[src/rtl/jk_excitation_sequencer.sv]
// Sequencer that drives a bank of JK flip-flops toward queued target values.
// Each target gets a one-cycle J/K pulse, a programmable dwell, then a Q-feedback verify.
module jk_excitation_sequencer #(
  parameter int WIDTH   = 4,
  parameter int DEPTH   = 4,
  parameter int DWELL_W = 4
) (
  input  logic                     CLK,
  input  logic                     RESET,
  input  logic                     in_valid,
  output logic                     in_ready,
  input  logic [WIDTH-1:0]         in_target,
  input  logic [DWELL_W-1:0]       in_dwell,
  input  logic [WIDTH-1:0]         q_fb,
  output logic [WIDTH-1:0]         J,
  output logic [WIDTH-1:0]         K,
  output logic                     busy,
  output logic                     done,
  output logic                     retry_seen,
  output logic [$clog2(DEPTH):0]   count
);

  localparam int AW = $clog2(DEPTH);
  localparam int CW = AW + 1;

  typedef enum logic [1:0] {
    S_IDLE  = 2'd0,
    S_DRIVE = 2'd1,
    S_DWELL = 2'd2
  } state_t;

  // Set only bits that must rise; J and K are mutually exclusive by construction.
  function automatic logic [WIDTH-1:0] excite_j(input logic [WIDTH-1:0] tgt,
                                                input logic [WIDTH-1:0] q);
    excite_j = tgt & ~q;
  endfunction

  function automatic logic [WIDTH-1:0] excite_k(input logic [WIDTH-1:0] tgt,
                                                input logic [WIDTH-1:0] q);
    excite_k = ~tgt & q;
  endfunction

  logic [WIDTH-1:0]   tgt_mem_q   [DEPTH];
  logic [DWELL_W-1:0] dwell_mem_q [DEPTH];

  state_t             state_q,  state_d;
  logic [AW-1:0]      wr_ptr_q, wr_ptr_d;
  logic [AW-1:0]      rd_ptr_q, rd_ptr_d;
  logic [CW-1:0]      count_q,  count_d;
  logic [WIDTH-1:0]   tgt_q,    tgt_d;
  logic [DWELL_W-1:0] dwell_q,  dwell_d;
  logic [DWELL_W-1:0] cnt_q,    cnt_d;
  logic [WIDTH-1:0]   j_q,      j_d;
  logic [WIDTH-1:0]   k_q,      k_d;
  logic               done_q,   done_d;
  logic               retry_q,  retry_d;
  logic               push;
  logic               pop;

  // Acceptance depends on occupancy only, never on a same-edge pop.
  assign in_ready = !RESET && (count_q < CW'(DEPTH));
  assign push     = in_valid && in_ready;

  always_comb begin
    state_d  = state_q;
    tgt_d    = tgt_q;
    dwell_d  = dwell_q;
    cnt_d    = cnt_q;
    j_d      = '0;
    k_d      = '0;
    done_d   = 1'b0;
    retry_d  = retry_q;
    pop      = 1'b0;
    case (state_q)
      S_IDLE: begin
        if (count_q != '0) begin
          pop     = 1'b1;
          tgt_d   = tgt_mem_q[rd_ptr_q];
          dwell_d = dwell_mem_q[rd_ptr_q];
          j_d     = excite_j(tgt_mem_q[rd_ptr_q], q_fb);
          k_d     = excite_k(tgt_mem_q[rd_ptr_q], q_fb);
          state_d = S_DRIVE;
        end
      end
      S_DRIVE: begin
        cnt_d   = dwell_q;
        state_d = S_DWELL;
      end
      S_DWELL: begin
        if (cnt_q != '0) begin
          cnt_d = cnt_q - DWELL_W'(1);
        end else if (q_fb == tgt_q) begin
          done_d  = 1'b1;
          state_d = S_IDLE;
        end else begin
          retry_d = 1'b1;
          j_d     = excite_j(tgt_q, q_fb);
          k_d     = excite_k(tgt_q, q_fb);
          state_d = S_DRIVE;
        end
      end
      default: begin
        state_d = S_IDLE;
      end
    endcase
  end

  always_comb begin
    wr_ptr_d = wr_ptr_q;
    rd_ptr_d = rd_ptr_q;
    count_d  = count_q + CW'(push) - CW'(pop);
    if (push) wr_ptr_d = wr_ptr_q + AW'(1);
    if (pop)  rd_ptr_d = rd_ptr_q + AW'(1);
  end

  // Storage is data-only; occupancy tracking makes stale slots unobservable.
  always_ff @(posedge CLK) begin
    if (push) begin
      tgt_mem_q[wr_ptr_q]   <= in_target;
      dwell_mem_q[wr_ptr_q] <= in_dwell;
    end
  end

  always_ff @(posedge CLK) begin
    if (RESET) begin
      state_q  <= S_IDLE;
      wr_ptr_q <= '0;
      rd_ptr_q <= '0;
      count_q  <= '0;
      tgt_q    <= '0;
      dwell_q  <= '0;
      cnt_q    <= '0;
      j_q      <= '0;
      k_q      <= '0;
      done_q   <= 1'b0;
      retry_q  <= 1'b0;
    end else begin
      state_q  <= state_d;
      wr_ptr_q <= wr_ptr_d;
      rd_ptr_q <= rd_ptr_d;
      count_q  <= count_d;
      tgt_q    <= tgt_d;
      dwell_q  <= dwell_d;
      cnt_q    <= cnt_d;
      j_q      <= j_d;
      k_q      <= k_d;
      done_q   <= done_d;
      retry_q  <= retry_d;
    end
  end

  assign J          = j_q;
  assign K          = k_q;
  assign busy       = (state_q != S_IDLE);
  assign done       = done_q;
  assign retry_seen = retry_q;
  assign count      = count_q;

endmodule
[config.mk]
export PLATFORM = sky130hd
export DESIGN_NAME = jk_excitation_sequencer
export DESIGN_NICKNAME = d
export VERILOG_FILES = /design/src/rtl/jk_excitation_sequencer.sv
export SDC_FILE = /design/constraint.sdc
export NUM_CORES = 1
export LEC_CHECK = 0
export BUFFER_PORTS_ARGS = -buffer_cell sky130_fd_sc_hd__buf_2
export CORE_MARGIN = 2
export CORE_UTILIZATION = 30
export CTS_CLUSTER_DIAMETER = 80
export DETAILED_ROUTE_END_ITERATION = 6
export PLACE_DENSITY_LB_ADDON = 0.25
export SLEW_MARGIN = 20
export SYNTH_ARGS = -nofsm -noshare
export SYNTH_HDL_FRONTEND = slang
export SYNTH_SLANG_ARGS = --single-unit
export TNS_END_PERCENT = 100
[constraint.sdc]
create_clock -name CLK -period 2.4 [get_ports CLK]
set_input_delay 0.48 -clock CLK [delete_from_list [all_inputs] [get_ports CLK]]
set_output_delay 0.48 -clock CLK [all_outputs]
set_load 0.1 [all_outputs]
==> flow_summary.yaml, run 1 <==
timing:
  fin_skew_ns: 0.0102
  hold_ws_ns: 0.361
  max_freq_mhz: 483
  period_needed_ns: 2.07
  drv_slew: 0
  setup_viol: 0
  maxSlewHeadroom: 0.601
  worst-slew-pin-transition_ns: 0.595
  finalHoldViolations: 0
  rsz0062_at_grt: "no"
  post-route-period-util: 0.863
setup_path:
  crit_path_top_delay_cell: "fa_1"
  crit_chain: "nor3_1 > nor2_2 > ha_1 > inv_1 > ha_1 > fa_1 > xnor2_1 > xnor2_1 > nor2_1"
  critPathKind: "reg2reg"
  crit_required_ns: 2.61
  end_kind: "register"
  cp_max_fo: 6
  reg2regPathDepth: 9
  path_depth: 9
  worst-path-buf-inv: 1
  cp-start-kind: "register"
  max_stage_delay_ns: 0.37
  arrival_ns: 2.28
  crit_family: "adder cells"
synthesis:
  synthCells: 213
  syn_nets: 245
  yosysWarningCount: 0
  synth_top_flop_cell: "dfxtp_1"
  yosys-top-cells-area: "edfxtp_1 35%, dfxtp_1 24%, ha_1 7.3%"
  synth_top_family_by_area: "simple AND/OR/NAND/NOR gates"
  synthAdderAreaFrac: 0.0801
  synth_edf_count: 32
  yosysTopAreaCell: "edfxtp_1"
  synth-seq-area-share: 0.590
  synth_top_area_share: 0.350
  synthMuxAreaShare: 0.0697
  synthArstFlopShare: 0
  synth-seq-cells: 65
  synth_compound_area_frac: 0.0883
  syn-cell-area_um2: 2750
  synth_area_per_cell_um2: 12.9
  yosys.area_share.simple: 0.118
  yosys.area_share.xor_xnor: 0.00956
  synth_cell_type_count: 40
min_path:
  worstHoldPathCells: 1
  hold_class: "in2reg"
detailed_routing:
  wirelength_um: 5220
  vias_per_cell: 4.65
  drc: 0
  vias: 1694
  drt_pre_antenna_iters: 5
  drt_iter0_drc: 53
  wl_per_cell_um: 14.3
  ant_nets: 0
cts:
  ctsHoldBuffers: 0
  post-cts-setup-buffers: 0
  cts_sinks: 65
  cts_resized: 0
  clk_latency_ns: 0.33
  tritoncts: "done"
  numCtsBuffers: 9
  path_clk_slew_ns: 0.07
  cts_max_path_buffers: 2
  root_buffer: "clkbuf_8"
  htreeDepth: 3
grt:
  grt_pass1_wl_um: 8760
  grt.total_usage: 0.117
  grt_pass1_vias: 1683
  antenna_found_initial: 0
  grt_overflow_total: 0
  grt_start_max_net_pins: 28
final_layout:
  insertedDiodeCount: 0
  areaGrowthSynthToFinish_pct: 16.2
  fin_area_um2: 3190
  final_common_cell: "edfxtp_1"
  drive_above_1_share: 0.250
  fin_nets: 283
  final_cell_mix: "32 x edfxtp_1, 30 x dfxtp_1, 29 x buf_2"
floorplanning:
  num_rows: 34
  fp.dieH_um: 99.7
  die_area_um2: 9940
  design.core.area_um2: 8810
  die_w_um: 99.7
  initial_core_util: 0.312
  io-pin-count: 30
power_and_ir_drop:
  peakVddDrop_mv: 0.414
  p_total_mw: 3.96
  p_per_area_nw_per_um2: 1240
  leakage_nw: 1.19
run_status:
  status: "finished, final reports clean"
placed_design:
  portBuffers: 29
  routabilityCongestion: 0.813
  placed_cell_area_um2: 3040
  dp_hpwl_um: 3580
job:
  timing.max_cap.violations: 0
where the power goes:
group | switching (mW) | internal (mW)
Combinational | 1.13 | 0.530
Sequential | 0.163 | 1.39
Clock | 0.391 | 0.364
flip-flops by register name, indices dropped and copies added (netlist names), named ones only:
name	flops
K	4
dwell_q	4
done	1
state_q	2
cnt_q	4
J	4
wr_ptr_q	2
tgt_mem_q	16
retry_seen	1
dwell_mem_q	16
tgt_q	4
rd_ptr_q	2
count	3
path summary, 6_finish.rpt:
path	start	to	slack [ns]
worst max-delay path	count[2]	count[2]	0.33
worst min-delay path	in_dwell[0]	dwell_mem_q[1][0]	0.36
worst max register to register	count[2]	count[2]	0.33
worst min register to register	dwell_q[3]	dwell_q[3]	0.48
metrics by stage:
| stage | cells | utilization | setup TNS (ns) | setup slack [ns] |
|---|---|---|---|---|
| 3_3_place_gp | 348 | 0.345 | 0 | 0.220 |
| 5_1_grt | 364 | 0.363 | 0 | 0.146 |
| 3_5_place_dp | 348 | 0.345 | 0 | 0.189 |
| 2_1_floorplan | 213 | - | -0.0548 | -0.0548 |
| 4_1_cts | 364 | 0.363 | 0 | 0.318 |
| 6_report | 364 | 0.363 | 0 | 0.330 |
area by class of cell:
class / instances / area (um^2)
clock buffers: 11 / 131
clock inverters: 5 / 25.0
fillers: 873 / 5610
inverters: 19 / 71.3
multi-input cells: 120 / 1010
flip-flops and latches: 65 / 1630
well taps: 108 / 135
repair buffers: 36 / 198
cell usage after synthesis (2+ instances only):
library cell,instances
a21oi_1,5
a311oi_1,3
a31oi_1,2
and2_1,4
buf_1,2
buf_6,2
clkbuf_1,4
dfxtp_1,33
edfxtp_1,32
ha_1,16
inv_1,19
mux4_2,8
nand2_1,5
nand2b_1,5
nand3_1,13
nor2_1,6
nor2b_1,4
nor3_1,2
o21ai_0,8
o2bb2ai_1,8
o31ai_1,6
or3_1,4
or4_1,3
xnor2_1,3
metal layers:
layer  global-route usage  vias up  routed length, um
met2                0.172       33               2330
met4               0.0411        0                 57
li1                     -      861                  -
met1                0.158      795               2570
met3               0.0450        5                259
met5                    0        -                  0
cell families (layout without fill, tap and decap cells):
group,after synthesis,in the layout
AND/OR/NAND/NOR,56,56
buffers and inverters,28,71
multiplexers,9,9
XOR/XNOR,3,3
AO/OA/AOI/OAI,35,35
adder cells (fa/ha/maj),17,17
flip-flops,65,65
No activity file was read; power rests on OpenSTA's default activity.
==> run 2: changes to the inputs <==
Settings changed: CORE_ASPECT_RATIO set to 0.5.
==> run 2 against run 1 <==
Maximum frequency shrank 2.0%. Sequential cell count is the same. Global-route usage is essentially flat. Count of clock-buffer cells in the layout shrank 1. Worst hold slack gained 0.0087 ns. Setup slack lost 0.042 ns. Critical endpoint unchanged.
==> flow_summary.yaml, run 2 (synthesis results as in run 1) <==
power_and_ir_drop:
  p_total_mw: 4.74
  combPwrFrac: 0.356
  p_per_area_nw_per_um2: 1390
  switching_share: 0.378
  peakVddDrop_mv: 0.556
  leakage_nw: 1.29
  power_switching_mw: 1.79
  clkPwrFrac: 0.315
  p_int_mw: 2.95
  seqPwrFrac: 0.329
timing:
  post-route-period-util: 0.880
  period_needed_ns: 2.11
  drv_slew: 0
  worst-slew-pin-transition_ns: 0.556
  maxSlewHeadroom: 0.627
  setup_viol: 0
  rsz0062_at_grt: "no"
  tns_ns: 0
  finalHoldViolations: 0
  fin_skew_ns: 0.00457
  max_freq_mhz: 474
  fin_ws_ns: 0.288
detailed_routing:
  vias: 1752
  ant_nets: 0
  wl_per_cell_um: 14.4
  wirelength_um: 5400
  drt_pre_antenna_iters: 4
  vias_per_cell: 4.68
  drc: 0
  drt_iter0_drc: 97
cts:
  ctsHoldBuffers: 0
  path_clk_slew_ns: 0.06
  cts_sinks: 65
  htreeDepth: 3
  numCtsBuffers: 9
  root_buffer: "clkbuf_16"
  clk_latency_ns: 0.32
  cts_max_path_buffers: 2
  tritoncts: "done"
  cts_resized: 0
  post-cts-setup-buffers: 0
floorplanning:
  die_w_um: 139
  initial_core_util: 0.312
  fp.dieH_um: 71.7
  io-pin-count: 30
  die_area_um2: 9990
  num_rows: 24
  design.core.area_um2: 8800
placed_design:
  dp_hpwl_um: 3800
  routabilityCongestion: 0.744
  post-place-ws_ns: 0.159
  placed_cell_area_um2: 3060
  portBuffers: 29
final_layout:
  fin_area_um2: 3400
  areaGrowthSynthToFinish_pct: 23.8
  insertedDiodeCount: 0
  fin_nets: 284
  drive_above_1_share: 0.265
  largestRegisters: "dwell_mem_q: 16 flops, tgt_mem_q: 16 flops"
  final_cell_mix: "32 x edfxtp_1, 30 x dfxtp_1, 29 x buf_2"
  final_common_cell: "edfxtp_1"
setup_path:
  arrival_ns: 2.31
  reg2reg_from: "count[1]"
  crit_required_ns: 2.60
  critPathKind: "reg2reg"
  cp-start-kind: "register"
  end_kind: "register"
  crit_start: "count[1]"
  cp_max_fo: 5
run_status:
  status: "finished, final reports clean"
job:
  timing.max_cap.violations: 0
grt:
  grt_pass1_vias: 1813
  grt_overflow_total: 0
  grt.total_usage: 0.117
  grt_start_max_net_pins: 28
  antenna_found_initial: 0
  grt_pass1_wl_um: 9030
min_path:
  hold_class: "in2reg"
  min_from: "in_dwell[1]"
-- run 2: cell count changes in the layout (fill, tap and decap cells not counted), sizes merged --
cell,change
clkinv,-1
buf,+1
clkinvlp,-1
bufinv,+3
clkbuf,-1
-- run 2: worst paths after layout --
check | endpoint | slack (ns) | cells after the start
worst max-delay path | count[2] | 0.29 | 9
worst min-delay path | dwell_mem_q[3][1] | 0.37 | 1
worst max register to register | count[2] | 0.29 | 9
worst min register to register | dwell_q[0] | 0.48 | 2
-- run 2: cell type report --
| type | count | area [um^2] |
|---|---|---|
| clock inverter | 6 | 116 |
| inverter | 19 | 71.3 |
| timing repair buffer | 37 | 205 |
| multi-input combinational | 120 | 1010 |
| sequential | 65 | 1630 |
| tap | 117 | 146 |
| fill | 830 | 5400 |
| clock buffer | 10 | 229 |
-- run 2: power groups by stage --
| stage | combinational (mW) | clock [mW] | sequential (mW) |
|---|---|---|---|
| after global placement | 1.66 | 0 | 1.57 |
| final | 1.69 | 1.50 | 1.56 |
| after global routing | 1.86 | 1.57 | 1.60 |
| after CTS | 1.70 | 1.53 | 1.56 |
| after detailed placement | 1.69 | 0 | 1.59 |
| after floorplan | 0.984 | 0 | 1.90 |
-- run 2: per-stage QoR --
stage	util	instances	hold WS (ns)
finish	0.387	374	0.370
global route	0.387	374	0.367
CTS	0.387	374	0.358
detailed placement	0.347	358	0.476
global placement	0.347	358	0.462
floorplan	-	213	0.445
-- run 2: worst max-delay path: stages (launching register included) --
cell and delay, ns:
dfxtp_2 0.34, nor3_1 0.29, nor2_2 0.07, ha_1 0.27
inv_1 0.04, ha_1 0.18, fa_1 0.38, xnor2_1 0.21
xnor2_1 0.14, nor2_1 0.06
-- run 2: metal layers --
layer,routed length (um),vias to the layer above,share of wire,GRT usage
met5,0,-,0,0
met4,84,0,0.016,0.0438
met3,186,7,0.034,0.0334
met2,2550,20,0.47,0.194
met1,2580,863,0.48,0.147
li1,-,862,-,-
==> run 3: changes to the inputs <==
Settings changed: CTS_BUF_LIST set to sky130_fd_sc_hd__clkbuf_4 sky130_fd_sc_hd__clkbuf_8.
==> run 3 against run 2 <==
Clock skew increased by 0.0029 ns. Critical endpoint unchanged. Die area is the same. Global-route usage is 0.062 points higher. Via count fell by 0.68%. Register-to-register slack hardly changed. Setup slack better by 0.0039 ns. Power is 7.5% lower. Sequential cell count did not move. Worst hold slack got worse by 0.021 ns. Largest power group unchanged.
==> flow_summary.yaml, run 3 (synthesis results as in run 1) <==
final_layout:
  final_common_cell: "edfxtp_1"
  fin_util: 0.375
  drive_above_1_share: 0.268
  fin_nets: 284
  largestRegisters: "dwell_mem_q: 16 flops, tgt_mem_q: 16 flops"
  insertedDiodeCount: 0
  final_cells: 374
  areaGrowthSynthToFinish_pct: 20.2
  final_cell_mix: "32 x edfxtp_1, 30 x dfxtp_1, 29 x buf_2"
  fin_area_um2: 3300
timing:
  drv_slew: 0
  setup_viol: 0
  period_needed_ns: 2.11
  fin_skew_ns: 0.00744
  finalHoldViolations: 0
  max_freq_mhz: 474
  maxSlewHeadroom: 0.633
  rsz0062_at_grt: "no"
  worst-slew-pin-transition_ns: 0.550
  hold_ws_ns: 0.349
  post-route-period-util: 0.878
grt:
  grt_pass1_wl_um: 8910
  grt_overflow_total: 0
  antenna_found_initial: 0
  grt.total_usage: 0.117
  busiest_layer: "met2"
  grt_start_max_net_pins: 28
  grt_pass1_vias: 1797
  met2_usage: 0.194
  met1_usage: 0.142
  grt_use_met3: 0.0475
setup_path:
  arrival_ns: 2.32
  crit_chain: "nor3_1 > nor2_2 > ha_1 > inv_1 > ha_1 > fa_1 > xnor2_1 > xnor2_1 > nor2_1"
  crit_path_top_delay_cell: "fa_1"
  max_stage_delay_ns: 0.38
  crit_required_ns: 2.62
  cp_max_fo: 6
  end_kind: "register"
  cp-start-kind: "register"
  critPathKind: "reg2reg"
cts:
  clk_latency_ns: 0.34
  path_clk_slew_ns: 0.07
  post-cts-setup-buffers: 0
  numCtsBuffers: 9
  ctsHoldBuffers: 0
  tritoncts: "done"
  cts_sinks: 65
  cts_max_path_buffers: 2
  htreeDepth: 3
  cts_resized: 0
  root_buffer: "clkbuf_8"
job:
  timing.max_cap.violations: 0
placed_design:
  dp_cells: 358
  placed_cell_area_um2: 3060
  routabilityCongestion: 0.744
  dp_hpwl_um: 3800
  portBuffers: 29
detailed_routing:
  drt_pre_antenna_iters: 4
  vias: 1740
  drt_iter0_drc: 119
  ant_nets: 0
  vias_per_cell: 4.65
  wl_per_cell_um: 14.3
  drc: 0
  wirelength_um: 5340
min_path:
  hold_class: "in2reg"
floorplanning:
  io-pin-count: 30
  die_area_um2: 9990
  initial_core_util: 0.312
  num_rows: 24
  die_w_um: 139
  design.core.area_um2: 8800
  fp.dieH_um: 71.7
power_and_ir_drop:
  peakVddDrop_mv: 0.337
  p_per_area_nw_per_um2: 1330
  leakage_nw: 1.25
run_status:
  status: "finished, final reports clean"
[run 3: where the power goes]
part | switching, mW | internal (mW) | leakage (nW) | total (mW)
Clock | 0.438 | 0.707 | 0.124 | 1.14
Sequential | 0.171 | 1.39 | 0.561 | 1.56
Combinational | 1.14 | 0.544 | 0.561 | 1.68
[run 3: metal layers]
layer,share of wire,routed length [um]
met1,0.48,2570
met2,0.47,2500
met3,0.038,201
met4,0.013,69
met5,0,0
[run 3: stage by stage]
stage	setup WS (ns)	TNS [ns]	power, mW
after floorplan	-0.0548	-0.0548	2.88
after global placement	0.225	0	3.23
after detailed placement	0.159	0	3.28
after CTS	0.280	0	4.44
after global routing	0.174	0	4.67
final	0.292	0	4.39
[run 3: layout make-up]
class	instances	area, um^2
Clock inverter	6	116
Multi-Input combinational cell	120	1010
Inverter	19	71.3
Tap cell	117	146
Fill cell	848	5500
Clock buffer	10	131
Sequential cell	65	1630
Timing Repair Buffer	37	205
[run 3: critical path: cells and delay by family (launching register included)]
kind	cells	cell delay (ns)
xor gates and xnor gates	2	0.34
and+or+nand+nor	3	0.41
DFF	1	0.36
buffers and inverters	1	0.04
adders and majority gates	3	0.83
[run 3: worst paths after layout]
check | startpoint | to | slack, ns | cells past startpoint
max | count[2] | count[2] | 0.29 | 9
min | in_dwell[1] | dwell_mem_q[3][1] | 0.35 | 1
max reg2reg | count[2] | count[2] | 0.29 | 9
min reg2reg | dwell_q[0] | dwell_q[0] | 0.49 | 2
